### src/rtl/game_pkg.sv
// Shared types and constants for the asteroid game-flow controller.
package game_pkg;

    localparam int unsigned BCD_W  = 4;
    localparam int unsigned ST_W   = 2;
    localparam int unsigned HCNT_W = 4;

    typedef enum logic [ST_W-1:0] {
        ST_IDLE = 2'd0,
        ST_PLAY = 2'd1,
        ST_OVER = 2'd2
    } state_e;

endpackage

### src/rtl/bcd_counter.sv
// Multi-digit BCD up-counter with synchronous clear; wraps at all-nines.
module bcd_counter
    import game_pkg::*;
#(
    parameter int unsigned NDIG = 2
) (
    input  logic                  clock,
    input  logic                  resetn,
    input  logic                  clr,
    input  logic                  inc,
    output logic [BCD_W*NDIG-1:0] q
);

    localparam int unsigned QW = BCD_W * NDIG;

    logic [QW-1:0]    q_q;
    logic [QW-1:0]    q_d;
    logic [BCD_W-1:0] digit;
    logic             carry;

    // Ripple carry from the ones digit upward; a nine with carry-in rolls to zero.
    always_comb begin
        q_d   = q_q;
        carry = inc;
        digit = '0;
        for (int i = 0; i < int'(NDIG); i++) begin
            digit = q_q[i*BCD_W +: BCD_W];
            if (carry) begin
                if (digit == BCD_W'(9)) begin
                    q_d[i*BCD_W +: BCD_W] = '0;
                end else begin
                    q_d[i*BCD_W +: BCD_W] = digit + BCD_W'(1);
                    carry                 = 1'b0;
                end
            end
        end
        if (clr) begin
            q_d = '0;
        end
    end

    always_ff @(posedge clock or negedge resetn) begin
        if (!resetn) begin
            q_q <= '0;
        end else begin
            q_q <= q_d;
        end
    end

    assign q = q_q;

endmodule

### src/rtl/game_sequencer.sv
// Game-flow controller: frame/second prescaler, input edge detect, IDLE/PLAY/OVER
// sequencing and the BCD elapsed-time and score counters.
module game_sequencer
    import game_pkg::*;
#(
    parameter int unsigned CLK_HZ   = 50_000_000,
    parameter int unsigned FRAME_HZ = 30,
    parameter int unsigned HOLD_SEC = 3
) (
    input  logic        clock,
    input  logic        resetn,
    input  logic        start,
    input  logic        hit,
    input  logic        crash,
    output logic [1:0]  state,
    output logic        playing,
    output logic        hold,
    output logic        frame_tick,
    output logic [15:0] timer_bcd,
    output logic [7:0]  score_bcd
);

    localparam int unsigned DIV    = CLK_HZ / FRAME_HZ;
    localparam int unsigned PRE_W  = (DIV > 1) ? $clog2(DIV) : 1;
    localparam int unsigned FCNT_W = (FRAME_HZ > 1) ? $clog2(FRAME_HZ) : 1;

    state_e              state_q, state_d;
    logic [PRE_W-1:0]    pre_q, pre_d;
    logic [FCNT_W-1:0]   fcnt_q, fcnt_d;
    logic [HCNT_W-1:0]   hcnt_q, hcnt_d;
    logic [2:0]          prev_q, prev_d;
    logic                playing_q, playing_d;
    logic                hold_q, hold_d;
    logic                frame_tick_q, frame_tick_d;

    logic rise_start, rise_hit, rise_crash;
    logic frame_hit, sec_tick, clr_pre;
    logic tmr_clr, tmr_inc, scr_clr, scr_inc;

    assign prev_d     = {start, hit, crash};
    assign rise_start = start & ~prev_q[2];
    assign rise_hit   = hit   & ~prev_q[1];
    assign rise_crash = crash & ~prev_q[0];

    assign frame_hit  = (pre_q == PRE_W'(DIV - 1));
    assign sec_tick   = frame_hit & (fcnt_q == FCNT_W'(FRAME_HZ - 1));

    // Next-state, counter controls and registered output values.
    always_comb begin
        state_d = state_q;
        hcnt_d  = hcnt_q;
        clr_pre = 1'b0;
        tmr_clr = 1'b0;
        tmr_inc = 1'b0;
        scr_clr = 1'b0;
        scr_inc = 1'b0;

        case (state_q)
            ST_IDLE: begin
                if (rise_start) begin
                    state_d = ST_PLAY;
                    tmr_clr = 1'b1;
                    scr_clr = 1'b1;
                    clr_pre = 1'b1;
                end
            end
            ST_PLAY: begin
                tmr_inc = sec_tick;
                if (rise_crash) begin
                    state_d = ST_OVER;
                    hcnt_d  = HCNT_W'(HOLD_SEC);
                    clr_pre = 1'b1;
                end else if (rise_hit) begin
                    scr_inc = 1'b1;
                end
            end
            ST_OVER: begin
                if (sec_tick) begin
                    hcnt_d = hcnt_q - HCNT_W'(1);
                    if (hcnt_q == HCNT_W'(1)) begin
                        state_d = ST_IDLE;
                    end
                end
            end
            default: begin
                state_d = ST_IDLE;
            end
        endcase

        // Prescaler free-runs; restarts so the first second after a transition is full.
        pre_d  = frame_hit ? '0 : pre_q + PRE_W'(1);
        fcnt_d = fcnt_q;
        if (frame_hit) begin
            fcnt_d = (fcnt_q == FCNT_W'(FRAME_HZ - 1)) ? '0 : fcnt_q + FCNT_W'(1);
        end
        if (clr_pre) begin
            pre_d  = '0;
            fcnt_d = '0;
        end

        playing_d    = (state_d == ST_PLAY);
        hold_d       = (state_d == ST_OVER);
        frame_tick_d = (pre_d == PRE_W'(DIV - 1));
    end

    always_ff @(posedge clock or negedge resetn) begin
        if (!resetn) begin
            state_q      <= ST_IDLE;
            pre_q        <= '0;
            fcnt_q       <= '0;
            hcnt_q       <= '0;
            prev_q       <= '0;
            playing_q    <= 1'b0;
            hold_q       <= 1'b0;
            frame_tick_q <= 1'b0;
        end else begin
            state_q      <= state_d;
            pre_q        <= pre_d;
            fcnt_q       <= fcnt_d;
            hcnt_q       <= hcnt_d;
            prev_q       <= prev_d;
            playing_q    <= playing_d;
            hold_q       <= hold_d;
            frame_tick_q <= frame_tick_d;
        end
    end

    bcd_counter #(.NDIG(4)) timer (
        .clock  (clock),
        .resetn (resetn),
        .clr    (tmr_clr),
        .inc    (tmr_inc),
        .q      (timer_bcd)
    );

    bcd_counter #(.NDIG(2)) score (
        .clock  (clock),
        .resetn (resetn),
        .clr    (scr_clr),
        .inc    (scr_inc),
        .q      (score_bcd)
    );

    assign state      = state_q;
    assign playing    = playing_q;
    assign hold       = hold_q;
    assign frame_tick = frame_tick_q;

endmodule

### config.mk
export PLATFORM = sky130hd
export DESIGN_NAME = game_sequencer
export DESIGN_NICKNAME = d
export VERILOG_FILES = /design/src/rtl/game_pkg.sv /design/src/rtl/bcd_counter.sv /design/src/rtl/game_sequencer.sv
export SDC_FILE = /design/constraint.sdc
export NUM_CORES = 1
export LEC_CHECK = 0
export CAP_MARGIN = 0
export CORE_UTILIZATION = 48
export DETAILED_ROUTE_END_ITERATION = 8
export PLACE_DENSITY = 0.78
export SYNTH_ARGS = -nofsm -noshare
export SYNTH_HDL_FRONTEND = slang
export SYNTH_SLANG_ARGS = --single-unit
### constraint.sdc
create_clock -name clock -period 3.8 [get_ports clock]
set_input_delay 0.76 -clock clock [delete_from_list [all_inputs] [get_ports clock]]
set_output_delay 0.76 -clock clock [all_outputs]
set_load 0.1 [all_outputs]
==> impl_metrics.yaml <==
outcome:
  status: "completed"
pwr:
  power_switching_mw: 0.9185
  p_clk_share_pct: 25.4
  leakage_nw: 1.774
  comb_power_share_pct: 35.0
  powerDensity_nw_per_um2: 520.8
  finalPower_mw: 2.167
  power_frac_seq_pct: 39.6
  intPower_mw: 1.248
  vdd_drop_max_v: 0.0001916
  swShare_pct: 42.40
die:
  start_util_pct: 49.36
  core_area_sq_um: 7214
  num_rows: 31
  dieArea_sq_um: 7767
  dieWidth_um: 88.13
  io_pins: 34
  die_y_um: 88.13
yosys:
  syn_inst: 392
  avgSynthCellArea_sq_um: 9.084
  synth_area_sq_um: 3561
  ys.flop_type: "dfrtp_1"
  synth-edff-count: 0
  async_flop_share_pct: 100.0
  yosys_register_bits: 62
  syn_nets: 415
  synth-seq-area-share_pct: 43.57
  ys_types: 52
  yosysWarningCount: 0
route:
  vias: 2992
  viasPerCell: 5.635
  wirelength_um: 7781
  drc: 0
  dr.pass1.iters: 5
  ant_nets: 0
  wire_per_inst_um: 14.65
  drtIter0Drc: 132
sta:
  clock_skew_ns: 0.009649
  worst_pin_slew_ns: 0.9686
  maxSlewHeadroom_pct: 35.22
  fin_crit_ns: 2.737
  maxSlewViolCount: 0
  final-setup-viol-count: 0
  timing.fmax_mhz: 365.4
  setup_tns_ns: 0
  final_min_period_over_clock_period_pct: 72.03
  hold_viol: 0
  grt_setup_unrepaired: "false"
place:
  dp.cells: 515
  io_buffers: 33
  placed_area_sq_um: 3979
  dp_hpwl_um: 5436
  finalWeightedCongestion: 0.8852
worst_setup_path:
  crit_path_end: "state[0]"
  worstPathArrival_ns: 1.98
  critPathRequiredTime_ns: 3.04
  path_delay_family: "buffers and inverters"
  start_kind: "register"
  slowest_delay_ns: 1.18
  path_class: "register to primary output"
  crit_fanout: 8
  cpMaxStageDelayCell: "clkdlybuf4s50_1"
  r2r_start: "pre_q[0]"
  path_cells: "clkdlybuf4s50_1"
  worst-path-stages: 1
  regToRegSetupSlack_ns: 1.16
  worstSetupEndpointType: "primary output"
  cp-startpoint: "state[0]"
  rr_worst_depth: 7
  worstReg2RegEnd: "timer.q[14]"
  cp.buffers_inverters: 1
flow_run:
  maxCapViolations: 0
clocking:
  clockBufferDepth: 2
  cts_tree: "yes"
  cts_inserted_buffers: 9
  hold_buffers: 0
  cts_htree_levels: 3
  path_clk_slew_ns: 0.07
  ctsResizeCount: 0
  cts.sinks: 62
  cts-root-buf: "clkbuf_8"
  post_cts_buffers: 0
  clk_latency_ns: 0.34
finish:
  nets: 450
  final_cells: 531
  nFillCells: 640
  final_cell_mix: "dfrtp_1 (62), nor2_1 (48), nand2_1 (40)"
  syn2layout_area_growth_pct: 16.83
  stdcell_area_sq_um: 4160
  antenna_cells: 0
  drive_gt1_share_pct: 6.481
  layout_commonest_cell: "dfrtp_1"
grt:
  grtUsageTotal_pct: 21.63
  grt_pass1_wl_um: 12780
  gr-total-overflow: 0
  antenna_found_initial: 0
  grt_pass1_vias: 2729
  grt_max_degree: 38
hold_path:
  hp-class: "register to register"
cell families after synthesis:
logic type / count (synthesis) / synth area share, %
XOR/XNOR: 21 / 5.165
AO/OA/AOI/OAI: 67 / 11.42
adder cells (fa/ha/maj): 18 / 6.325
multiplexers: 4 / 1.124
flip-flops: 62 / 43.57
buffers and inverters: 31 / 3.514
AND/OR/NAND/NOR: 189 / 28.88
state kept, by name (all words and copies together), names as in the netlist:
name	flops
playing	1
hcnt_q	4
pre_q	21
state	2
hold	1
fcnt_q	5
score.q	8
frame_tick	1
timer.q	16
prev_q	3
synthesized netlist by cell type (8+ instances only):
| cell | instances | area share (%) |
|---|---|---|
| dfrtp_1 | 62 | 44 |
| nor2_1 | 48 | 5.1 |
| nand2_1 | 40 | 4.2 |
| inv_1 | 19 | 2.0 |
| ha_1 | 18 | 6.3 |
| a21oi_1 | 16 | 2.2 |
| nand3_1 | 15 | 2.1 |
| o21ai_0 | 15 | 2.1 |
| nand4_1 | 14 | 2.5 |
| xor2_1 | 13 | 3.2 |
| nor3_1 | 12 | 1.7 |
| clkbuf_1 | 10 | 1.1 |
| o21ai_1 | 10 | 1.4 |
| or3_1 | 9 | 1.6 |
| xnor2_1 | 8 | 2.0 |
per-layer routing:
layer | wire length [um] | track usage, %
met1 | 3504 | 27.62
met4 | 93 | 8.358
met5 | 0 | 0
met3 | 363 | 5.655
met2 | 3820 | 35.24
per-stage QoR:
stage / hold slack [ns] / setup WS (ns) / utilization (%)
floorplan: 0.4442 / 1.237 / -
global placement: 0.4661 / 0.8994 / 55.15
detailed placement: 0.4662 / 0.8139 / 55.15
CTS: 0.4807 / 1.061 / 57.67
global route: 0.5033 / 0.9301 / 57.67
finish: 0.4807 / 1.063 / 57.67
power groups by stage:
stage	clock [mW]	combinational (mW)	sequential [mW]
after floorplan	0	0.297	1.14
after global placement	0	0.739	0.862
after detailed placement	0	0.758	0.866
after CTS	0.560	0.766	0.856
after global routing	0.590	0.822	0.874
final	0.551	0.759	0.857
final cells by class:
cell class / instances / area [sq um] / area share (%)
Clock buffer: 11 / 131.4 / 3.158
Clock inverter: 5 / 50.05 / 1.203
Inverter: 19 / 71.32 / 1.714
Multi-Input combinational cell: 299 / 1884 / 45.29
Sequential cell: 62 / 1551 / 37.29
Tap cell: 99 / 123.9 / 2.977
Timing Repair Buffer: 36 / 347.8 / 8.361
worst min-delay path by stage:
stage | from | endpoint | slack [ns] | cells after the start
after floorplan | fcnt_q[4] | fcnt_q[4] | 0.44 | 1
after global placement | fcnt_q[4] | fcnt_q[4] | 0.47 | 1
after detailed placement | fcnt_q[4] | fcnt_q[4] | 0.47 | 1
after CTS | fcnt_q[4] | fcnt_q[4] | 0.48 | 1
after global routing | fcnt_q[4] | fcnt_q[4] | 0.50 | 1
final | fcnt_q[4] | fcnt_q[4] | 0.48 | 1
(Power assumes the default switching activity.)
